[src/rtl/ps2_kbd_pkg.sv]
// Shared FSM states, scancode constants, modifier bit positions and the output FIFO entry layout.
// The entry gains raw code and break flag fields when PS2KBD_RAW_EN is defined.
package ps2_kbd_pkg;

  typedef enum logic [1:0] {S_IDLE, S_WAIT, S_DECODE, S_EMIT} state_t;

  localparam logic [7:0] BYTE_E0 = 8'hE0;
  localparam logic [7:0] BYTE_E1 = 8'hE1;
  localparam logic [7:0] BYTE_F0 = 8'hF0;
  localparam logic [7:0] BYTE_AA = 8'hAA;
  localparam logic [7:0] BYTE_FA = 8'hFA;
  localparam logic [7:0] BYTE_EE = 8'hEE;
  localparam logic [7:0] BYTE_FE = 8'hFE;
  localparam logic [7:0] BYTE_00 = 8'h00;
  localparam logic [7:0] BYTE_FF = 8'hFF;

  localparam logic [7:0] SC_LSHIFT = 8'h12;
  localparam logic [7:0] SC_RSHIFT = 8'h59;
  localparam logic [7:0] SC_CTRL   = 8'h14;
  localparam logic [7:0] SC_ALT    = 8'h11;
  localparam logic [7:0] SC_CAPS   = 8'h58;

  localparam logic [7:0] SC_UP     = 8'h75;
  localparam logic [7:0] SC_DOWN   = 8'h72;
  localparam logic [7:0] SC_LEFT   = 8'h6B;
  localparam logic [7:0] SC_RIGHT  = 8'h74;
  localparam logic [7:0] SC_ENTER  = 8'h5A;
  localparam logic [7:0] SC_SLASH  = 8'h4A;

  localparam logic [7:0] CUR_UP    = 8'h80;
  localparam logic [7:0] CUR_DOWN  = 8'h81;
  localparam logic [7:0] CUR_LEFT  = 8'h82;
  localparam logic [7:0] CUR_RIGHT = 8'h83;

  localparam int MOD_CAPS  = 0;
  localparam int MOD_SHIFT = 1;
  localparam int MOD_CTRL  = 2;
  localparam int MOD_ALT   = 3;

  typedef struct packed {
    logic [7:0] ascii;
    logic [3:0] mods;
    logic       ext;
`ifdef PS2KBD_RAW_EN
    logic [7:0] raw;
    logic       brk;
`endif
  } key_ent_t;

  // BAT, ack, echo, resend and error bytes carry no key information.
  function automatic logic is_special(input logic [7:0] b);
    return b inside {BYTE_AA, BYTE_FA, BYTE_EE, BYTE_FE, BYTE_00, BYTE_FF};
  endfunction

  function automatic logic [3:0] pack_mods(input logic alt, input logic ctrl,
                                           input logic shift, input logic caps);
    logic [3:0] m;
    m            = '0;
    m[MOD_ALT]   = alt;
    m[MOD_CTRL]  = ctrl;
    m[MOD_SHIFT] = shift;
    m[MOD_CAPS]  = caps;
    return m;
  endfunction

endpackage

[src/rtl/ps2_kbd_decode_keymap.sv]
// Combinational set-2 keymap: scancode plus modifiers to ASCII or cursor code, 0 when unmapped.
// Zero latency; no handshake.
module ps2_kbd_decode_keymap
  import ps2_kbd_pkg::*;
(
  input  logic       i_ext,
  input  logic [7:0] i_code,
  input  logic       i_shift,
  input  logic       i_caps,
  input  logic       i_ctrl,
  output logic [7:0] o_ascii
);

  logic [15:0] w_pair;
  logic [7:0]  w_lo;
  logic [7:0]  w_hi;
  logic [7:0]  w_up;
  logic        w_letter;

  // Each entry holds {unshifted, shifted} glyphs.
  always_comb begin
    w_pair = 16'h0000;
    case (i_code)
      8'h1C: w_pair = "aA";  8'h32: w_pair = "bB";  8'h21: w_pair = "cC";
      8'h23: w_pair = "dD";  8'h24: w_pair = "eE";  8'h2B: w_pair = "fF";
      8'h34: w_pair = "gG";  8'h33: w_pair = "hH";  8'h43: w_pair = "iI";
      8'h3B: w_pair = "jJ";  8'h42: w_pair = "kK";  8'h4B: w_pair = "lL";
      8'h3A: w_pair = "mM";  8'h31: w_pair = "nN";  8'h44: w_pair = "oO";
      8'h4D: w_pair = "pP";  8'h15: w_pair = "qQ";  8'h2D: w_pair = "rR";
      8'h1B: w_pair = "sS";  8'h2C: w_pair = "tT";  8'h3C: w_pair = "uU";
      8'h2A: w_pair = "vV";  8'h1D: w_pair = "wW";  8'h22: w_pair = "xX";
      8'h35: w_pair = "yY";  8'h1A: w_pair = "zZ";
      8'h45: w_pair = "0)";  8'h16: w_pair = "1!";  8'h1E: w_pair = "2@";
      8'h26: w_pair = "3#";  8'h25: w_pair = "4$";  8'h2E: w_pair = "5%";
      8'h36: w_pair = "6^";  8'h3D: w_pair = "7&";  8'h3E: w_pair = "8*";
      8'h46: w_pair = "9(";
      8'h0E: w_pair = "`~";  8'h4E: w_pair = "-_";  8'h55: w_pair = "=+";
      8'h5D: w_pair = {8'h5C, 8'h7C};
      8'h54: w_pair = "[{";  8'h5B: w_pair = "]}";
      8'h4C: w_pair = ";:";
      8'h52: w_pair = {8'h27, 8'h22};
      8'h41: w_pair = ",<";
      8'h49: w_pair = ".>";  8'h4A: w_pair = "/?";  8'h29: w_pair = "  ";
      8'h5A: w_pair = 16'h0D0D;
      8'h66: w_pair = 16'h0808;
      8'h0D: w_pair = 16'h0909;
      8'h76: w_pair = 16'h1B1B;
      default: w_pair = 16'h0000;
    endcase
  end

  assign w_lo     = w_pair[15:8];
  assign w_hi     = w_pair[7:0];
  assign w_letter = (w_lo >= "a") && (w_lo <= "z");
  assign w_up     = w_lo - 8'h20;

  always_comb begin
    o_ascii = 8'h00;
    if (i_ext) begin
      case (i_code)
        SC_UP:    o_ascii = CUR_UP;
        SC_DOWN:  o_ascii = CUR_DOWN;
        SC_LEFT:  o_ascii = CUR_LEFT;
        SC_RIGHT: o_ascii = CUR_RIGHT;
        SC_ENTER: o_ascii = 8'h0D;
        SC_SLASH: o_ascii = "/";
        default:  o_ascii = 8'h00;
      endcase
    end else if (w_letter) begin
      if (i_ctrl)
        o_ascii = w_up & 8'h1F;
      else
        o_ascii = (i_shift ^ i_caps) ? w_up : w_lo;
    end else begin
      o_ascii = i_shift ? w_hi : w_lo;
    end
  end

endmodule

[src/rtl/ps2_kbd_decode.sv]
// PS/2 set-2 decoder: pops upstream bytes, tracks E0/F0/E1 prefixes and modifiers, queues keys (PS2KBD_RAW_EN: emit every key code).
// Latency: 4 cycles from upstream pop to key_valid; at most one byte per 3 cycles.
// Backpressure: key_ready pops the output FIFO; a key arriving to a full FIFO is dropped and flags key_overflow.
module ps2_kbd_decode
  import ps2_kbd_pkg::*;
#(
  parameter int OFIFO_AW   = 3,
  parameter int PAUSE_SKIP = 7
) (
  input  logic       clk,
  input  logic       resetn,
  input  logic [7:0] ps2_rdata,
  input  logic       ps2_dr,
  output logic       ps2_rstrb,
  output logic       key_valid,
  output logic [7:0] key_ascii,
  output logic [3:0] key_mods,
  output logic [7:0] key_raw,
  output logic       key_break,
  output logic       key_ext,
  input  logic       key_ready,
  output logic       key_overflow,
  output logic [3:0] mods
);

  state_t r_state;
  state_t w_state_nxt;

  logic [7:0] r_byte;
  logic [7:0] r_skip;
  logic       r_ext;
  logic       r_brk;
  logic       r_lshift;
  logic       r_rshift;
  logic       r_ctrl;
  logic       r_alt;
  logic       r_caps;
  key_ent_t   r_ent;

  key_ent_t              r_mem [2**OFIFO_AW];
  logic [OFIFO_AW-1:0]   r_wptr;
  logic [OFIFO_AW-1:0]   r_rptr;
  logic                  r_ovf;

  logic       w_rstrb;
  logic       w_skipping;
  logic       w_is_key;
  logic       w_lshift_n;
  logic       w_rshift_n;
  logic       w_ctrl_n;
  logic       w_alt_n;
  logic       w_caps_n;
  logic [3:0] w_mods_n;
  logic [7:0] w_map;
  logic       w_gen;
  key_ent_t   w_ent;
  key_ent_t   w_head;
  logic       w_pop;
  logic       w_full;
  logic       w_wr;
  logic       w_drop;

  assign w_skipping = (r_skip != 8'd0);
  assign w_is_key   = !w_skipping && !(r_byte inside {BYTE_E0, BYTE_E1, BYTE_F0}) &&
                      !is_special(r_byte);

  // Next modifier state: the entry for this key sees its own effect.
  always_comb begin
    w_lshift_n = r_lshift;
    w_rshift_n = r_rshift;
    w_ctrl_n   = r_ctrl;
    w_alt_n    = r_alt;
    w_caps_n   = r_caps;
    if (w_is_key) begin
      if (!r_ext && r_byte == SC_LSHIFT) w_lshift_n = !r_brk;
      if (!r_ext && r_byte == SC_RSHIFT) w_rshift_n = !r_brk;
      if (r_byte == SC_CTRL)             w_ctrl_n   = !r_brk;
      if (r_byte == SC_ALT)              w_alt_n    = !r_brk;
      if (!r_ext && r_byte == SC_CAPS && !r_brk) w_caps_n = !r_caps;
    end
  end

  assign w_mods_n = pack_mods(w_alt_n, w_ctrl_n, w_lshift_n | w_rshift_n, w_caps_n);

  ps2_kbd_decode_keymap u_keymap (
    .i_ext   (r_ext),
    .i_code  (r_byte),
    .i_shift (w_mods_n[MOD_SHIFT]),
    .i_caps  (w_mods_n[MOD_CAPS]),
    .i_ctrl  (w_mods_n[MOD_CTRL]),
    .o_ascii (w_map)
  );

  always_comb begin
    w_ent      = '0;
    w_ent.mods = w_mods_n;
    w_ent.ext  = r_ext;
`ifdef PS2KBD_RAW_EN
    w_ent.ascii = r_brk ? 8'h00 : w_map;
    w_ent.raw   = r_byte;
    w_ent.brk   = r_brk;
    w_gen       = w_is_key;
`else
    w_ent.ascii = w_map;
    w_gen       = w_is_key && !r_brk && (w_map != 8'h00);
`endif
  end

  always_ff @(posedge clk or negedge resetn) begin
    if (!resetn) r_state <= S_IDLE;
    else         r_state <= w_state_nxt;
  end

  always_comb begin
    w_state_nxt = r_state;
    w_rstrb     = 1'b0;
    case (r_state)
      S_IDLE: begin
        if (ps2_dr) begin
          w_rstrb     = 1'b1;
          w_state_nxt = S_WAIT;
        end
      end
      S_WAIT:   w_state_nxt = S_DECODE;
      S_DECODE: w_state_nxt = w_gen ? S_EMIT : S_IDLE;
      S_EMIT:   w_state_nxt = S_IDLE;
      default:  w_state_nxt = S_IDLE;
    endcase
  end

  always_ff @(posedge clk or negedge resetn) begin
    if (!resetn) begin
      r_byte   <= 8'h00;
      r_skip   <= 8'd0;
      r_ext    <= 1'b0;
      r_brk    <= 1'b0;
      r_lshift <= 1'b0;
      r_rshift <= 1'b0;
      r_ctrl   <= 1'b0;
      r_alt    <= 1'b0;
      r_caps   <= 1'b0;
      r_ent    <= '0;
    end else begin
      if (w_rstrb) r_byte <= ps2_rdata;
      if (r_state == S_DECODE) begin
        if (w_skipping)               r_skip <= r_skip - 8'd1;
        else if (r_byte == BYTE_E1)   r_skip <= 8'(PAUSE_SKIP);
        else if (r_byte == BYTE_E0)   r_ext  <= 1'b1;
        else if (r_byte == BYTE_F0)   r_brk  <= 1'b1;
        else begin
          r_ext <= 1'b0;
          r_brk <= 1'b0;
        end
        r_lshift <= w_lshift_n;
        r_rshift <= w_rshift_n;
        r_ctrl   <= w_ctrl_n;
        r_alt    <= w_alt_n;
        r_caps   <= w_caps_n;
        if (w_gen) r_ent <= w_ent;
      end
    end
  end

  // One slot stays empty so full and empty are distinguishable; a pop makes room for a same-cycle write.
  assign w_pop  = key_valid && key_ready;
  assign w_full = ((r_wptr + OFIFO_AW'(1)) == r_rptr);
  assign w_wr   = (r_state == S_EMIT) && (!w_full || w_pop);
  assign w_drop = (r_state == S_EMIT) && !w_wr;

  always_ff @(posedge clk) begin
    if (w_wr) r_mem[r_wptr] <= r_ent;
  end

  always_ff @(posedge clk or negedge resetn) begin
    if (!resetn) begin
      r_wptr <= '0;
      r_rptr <= '0;
      r_ovf  <= 1'b0;
    end else begin
      if (w_wr)   r_wptr <= r_wptr + OFIFO_AW'(1);
      if (w_pop)  r_rptr <= r_rptr + OFIFO_AW'(1);
      if (w_drop)     r_ovf <= 1'b1;
      else if (w_pop) r_ovf <= 1'b0;
    end
  end

  assign w_head       = r_mem[r_rptr];
  assign ps2_rstrb    = w_rstrb;
  assign key_valid    = (r_wptr != r_rptr);
  assign key_ascii    = w_head.ascii;
  assign key_mods     = w_head.mods;
  assign key_ext      = w_head.ext;
  assign key_overflow = r_ovf;
  assign mods         = pack_mods(r_alt, r_ctrl, r_lshift | r_rshift, r_caps);

`ifdef PS2KBD_RAW_EN
  assign key_raw   = w_head.raw;
  assign key_break = w_head.brk;
`else
  assign key_raw   = 8'h00;
  assign key_break = 1'b0;
`endif

endmodule

[config.mk]
export PLATFORM = sky130hd
export DESIGN_NAME = ps2_kbd_decode
export DESIGN_NICKNAME = d
export VERILOG_FILES = /design/src/rtl/ps2_kbd_pkg.sv /design/src/rtl/ps2_kbd_decode_keymap.sv /design/src/rtl/ps2_kbd_decode.sv
export SDC_FILE = /design/constraint.sdc
export NUM_CORES = 1
export LEC_CHECK = 0
export CORE_AREA = 8 8 103 151
export CTS_CLUSTER_SIZE = 28
export DETAILED_ROUTE_END_ITERATION = 8
export DIE_AREA = 0 0 111 159
export HOLD_SLACK_MARGIN = 0.05
export PLACE_DENSITY_LB_ADDON = 0.05
export SYNTH_ARGS = -nofsm -noshare
export SYNTH_HDL_FRONTEND = slang
export SYNTH_SLANG_ARGS = --single-unit
export TNS_END_PERCENT = 10
[constraint.sdc]
create_clock -name clk -period 8 [get_ports clk]
set_clock_uncertainty 0.2 [all_clocks]
set_input_delay 2 -clock clk [delete_from_list [all_inputs] [get_ports clk]]
set_output_delay 2 -clock clk [all_outputs]
set_load 0.01 [all_outputs]
==> flow_metrics.env <==
export IMPL_outcome="complete, no violations"
export IMPL_path_class="primary input to output pin"
export IMPL_synth_top_family_by_area="compound AO/OA/AOI/OAI gates"
export IMPL_ctsLongestPathBuffers=2
export IMPL_cts_root_buf="clkbuf_16"
export IMPL_cts_tree="yes"
export IMPL_start_util_pct=61.5
export IMPL_cp_slowest_cell="clkdlybuf4s50_1"
export IMPL_syn_to_final_growth_pct=11.1
export IMPL_drtIter0Drc=380
export IMPL_seq_area_frac_synth_pct=51.8
export IMPL_hp_class="flop to flop"
export IMPL_worstPathArrival_ns=3.42
export IMPL_cts_clk_slew_worst_paths_ns=0.07
export IMPL_synth_cell_type_count=85
export IMPL_peakVddDrop_v=0.000256
export IMPL_crit_path_frequent_cell="clkdlybuf4s50_1"
export IMPL_syn_area_per_cell_um2=11.7
export IMPL_gp_congestion=0.969
export IMPL_die_height_um=159
export IMPL_fin_crit_ns=5.62
export IMPL_synth_xor_area_share_pct=1.68
export IMPL_crit_family="buffers and inverters"
export IMPL_fmax_ghz=0.178
export IMPL_dieArea_um2=17600
export IMPL_syn_area_um2=8200
export IMPL_antenna_cells=0
export IMPL_path_buf_inv=3
export IMPL_dp_hpwl_um=14200
export IMPL_worst_skew_pair_late_latency_ns=0.42
export IMPL_portBuffers=31
export IMPL_ys_flop_type="edfxtp_1"
export IMPL_synth_mux_area_share_pct=11.2
export IMPL_hold_viol_final=0
export IMPL_start_kind="primary input"
export IMPL_finalSetupViolations=0
export IMPL_reg2reg_slack_ns=3.10
export IMPL_cts_buffers=17
export IMPL_final_cell_mix="edfxtp_1, nand2_1, nor2_1"
export IMPL_synth_compound_area_share_pct=14.1
export IMPL_whs_path_depth=1
export IMPL_antenna_found_initial=0
export IMPL_tns_ns=0
export IMPL_slew_viol_final=0
export IMPL_synthAdderAreaFrac_pct=1.83
export IMPL_setup_ws_ns=2.38
export IMPL_grt_ovfl_total=0
export IMPL_leakage_nw=3.32
export IMPL_synth_edf_count=104
export IMPL_wl_per_cell_um=23.0
export IMPL_worstReg2RegStart="r_byte[4]"
export IMPL_end_kind="output pin"
export IMPL_crit_fanout=16
export IMPL_dieWidth_um=111
export IMPL_routed_wl_um=20500
export IMPL_grt_max_degree=60
export IMPL_min_to="r_skip[0]"
export IMPL_route_detailed_drc=0
export IMPL_drv_cap=0
export IMPL_post_cts_buffers=0
export IMPL_placementRows=52
export IMPL_rr_endpoint="r_ent[8]"
export IMPL_rsz0062_at_grt="false"
export IMPL_ant_nets=0
export IMPL_htreeDepth=4
export IMPL_grt_pass1_wl_um=33000
export IMPL_r2r_cells=12
export IMPL_slowest_delay_ns=0.57
export IMPL_routed_via_density=6.60
export IMPL_p_per_area_nw_per_um2=409
export IMPL_final_nets=739
export IMPL_mostFrequentLayoutCell="edfxtp_1"
export IMPL_crit_required_ns=5.80
export IMPL_async_flop_share_pct=30.2
export IMPL_clock_sinks=149
export IMPL_timing_final_crit_share_pct=70.2
export IMPL_fillCellCount=952
export IMPL_crit_chain="clkdlybuf4s50_1 > nor3b_2 > buf_4 > clkdlybuf4s50_1"
export IMPL_post_place_ws_ns=2.38
export IMPL_tightest_slew_ns=0.981
export IMPL_ctsHoldBuffers=0
export IMPL_yosys_area_share_simple_pct=13.7
export IMPL_hp_start="r_skip[0]"
export IMPL_slew_headroom_pct=34.6
export IMPL_ios=41
export IMPL_num_vias=5868
export IMPL_cts_resized=0
export IMPL_firstDrtPassIters=5
export IMPL_drive_gt1_share_pct=17.1
export IMPL_synth_seq_cells=149
export IMPL_syn_instance_count=703
export IMPL_ys_warn_count=0
export IMPL_gr_usage_all_layers_pct=23.5
export IMPL_post_route_util_pct=68.3
export IMPL_core_area_um2=13300
export IMPL_grt_pass1_vias=6024
==> how the worst max path moves through the flow <==
stage                      start         to  slack (ns)  cells after the start
after floorplan           ps2_dr  ps2_rstrb        2.98                      2
after global placement    ps2_dr  ps2_rstrb        2.37                      4
after detailed placement  ps2_dr  ps2_rstrb        2.38                      4
after CTS                 ps2_dr  ps2_rstrb        2.37                      4
after global routing      ps2_dr  ps2_rstrb        2.33                      4
final                     ps2_dr  ps2_rstrb        2.38                      4
==> logic make-up (layout without fill, tap and decap cells) <==
logic type / Yosys count / count (layout)
AOI/OAI and AO/OA: 166 / 166
xor gates and xnor gates: 14 / 14
adders and majority gates: 12 / 12
buffers and inverters: 84 / 100
DFF: 149 / 149
muxes: 56 / 56
other: 1 / 9
and+or+nand+nor: 221 / 221
==> per-layer routing <==
layer,vias up,track usage (%),share of wire (%)
met1,2897,25.5,37
met2,230,40.9,52
met4,0,14.6,6.0
met5,-,0,0
li1,2661,-,-
met3,80,4.71,4.6
==> power by group <==
group          internal [mW]  switching, mW  leakage [nW]
combinational          0.712          0.980          1.54
sequential             0.969          0.236          1.49
clock                  0.499          0.328         0.292
==> layout make-up <==
class | instances | area [um^2] | area share (%)
clock buffers | 17 | 425 | 4.67
clock inverters | 14 | 188 | 2.06
inverters | 22 | 82.6 | 0.906
multi-input cells | 478 | 3540 | 38.8
flip-flops and latches | 149 | 4250 | 46.6
well taps | 162 | 203 | 2.22
repair buffers | 47 | 425 | 4.67
==> through the flow <==
step                      total power [mW]  hold WS, ns  instance area [um^2]  std cells
after floorplan                       2.42        0.262                  8230        711
after global placement                2.85        0.283                  8500        858
after detailed placement              2.88        0.295                  8500        858
after CTS                             3.72        0.310                  9110        889
after global routing                  3.94        0.331                  9110        889
final                                 3.72        0.307                  9110        889
==> state kept, by name (all words and copies together) (netlist names) <==
| name | count |
|---|---|
| r_skip | 8 |
| r_mem | 104 |
| r_state | 2 |
| r_lshift | 1 |
| r_alt | 1 |
| r_wptr | 3 |
| r_ctrl | 1 |
| r_rptr | 3 |
| r_rshift | 1 |
| r_ext | 1 |
| r_caps | 1 |
| r_byte | 8 |
| r_ent | 13 |
| r_brk | 1 |
| key_overflow | 1 |
==> synthesized netlist by cell type, types with 3 or more instances <==
cell type | count | area share (%)
a211o_1 | 4 | 0.43
nor3b_1 | 3 | 0.27
o211ai_1 | 12 | 1.1
a21oi_1 | 41 | 2.5
buf_6 | 8 | 1.1
o21bai_1 | 3 | 0.27
a31oi_1 | 9 | 0.69
nand2b_1 | 17 | 1.3
o21ai_0 | 33 | 2.0
ha_1 | 12 | 1.8
nand4_1 | 7 | 0.53
o311ai_0 | 3 | 0.32
and2_1 | 6 | 0.46
clkbuf_1 | 15 | 0.69
o22ai_1 | 6 | 0.46
o31ai_1 | 4 | 0.37
dfrtp_1 | 45 | 14
nand3_1 | 21 | 1.3
a21o_1 | 3 | 0.27
buf_1 | 9 | 0.41
or2_2 | 5 | 0.38
buf_4 | 14 | 1.3
xor2_1 | 3 | 0.32
mux4_2 | 26 | 7.1
xnor2_1 | 9 | 0.96
mux2_2 | 20 | 2.7
nand2_1 | 65 | 3.0
inv_1 | 22 | 1.0
a22o_1 | 3 | 0.32
mux2i_1 | 8 | 0.98
a211oi_1 | 6 | 0.55
nor3_1 | 18 | 1.1
buf_2 | 15 | 0.92
nor2b_1 | 10 | 0.76
nor2_1 | 47 | 2.2
edfxtp_1 | 104 | 38
No activity file was read; power rests on OpenSTA's default activity.
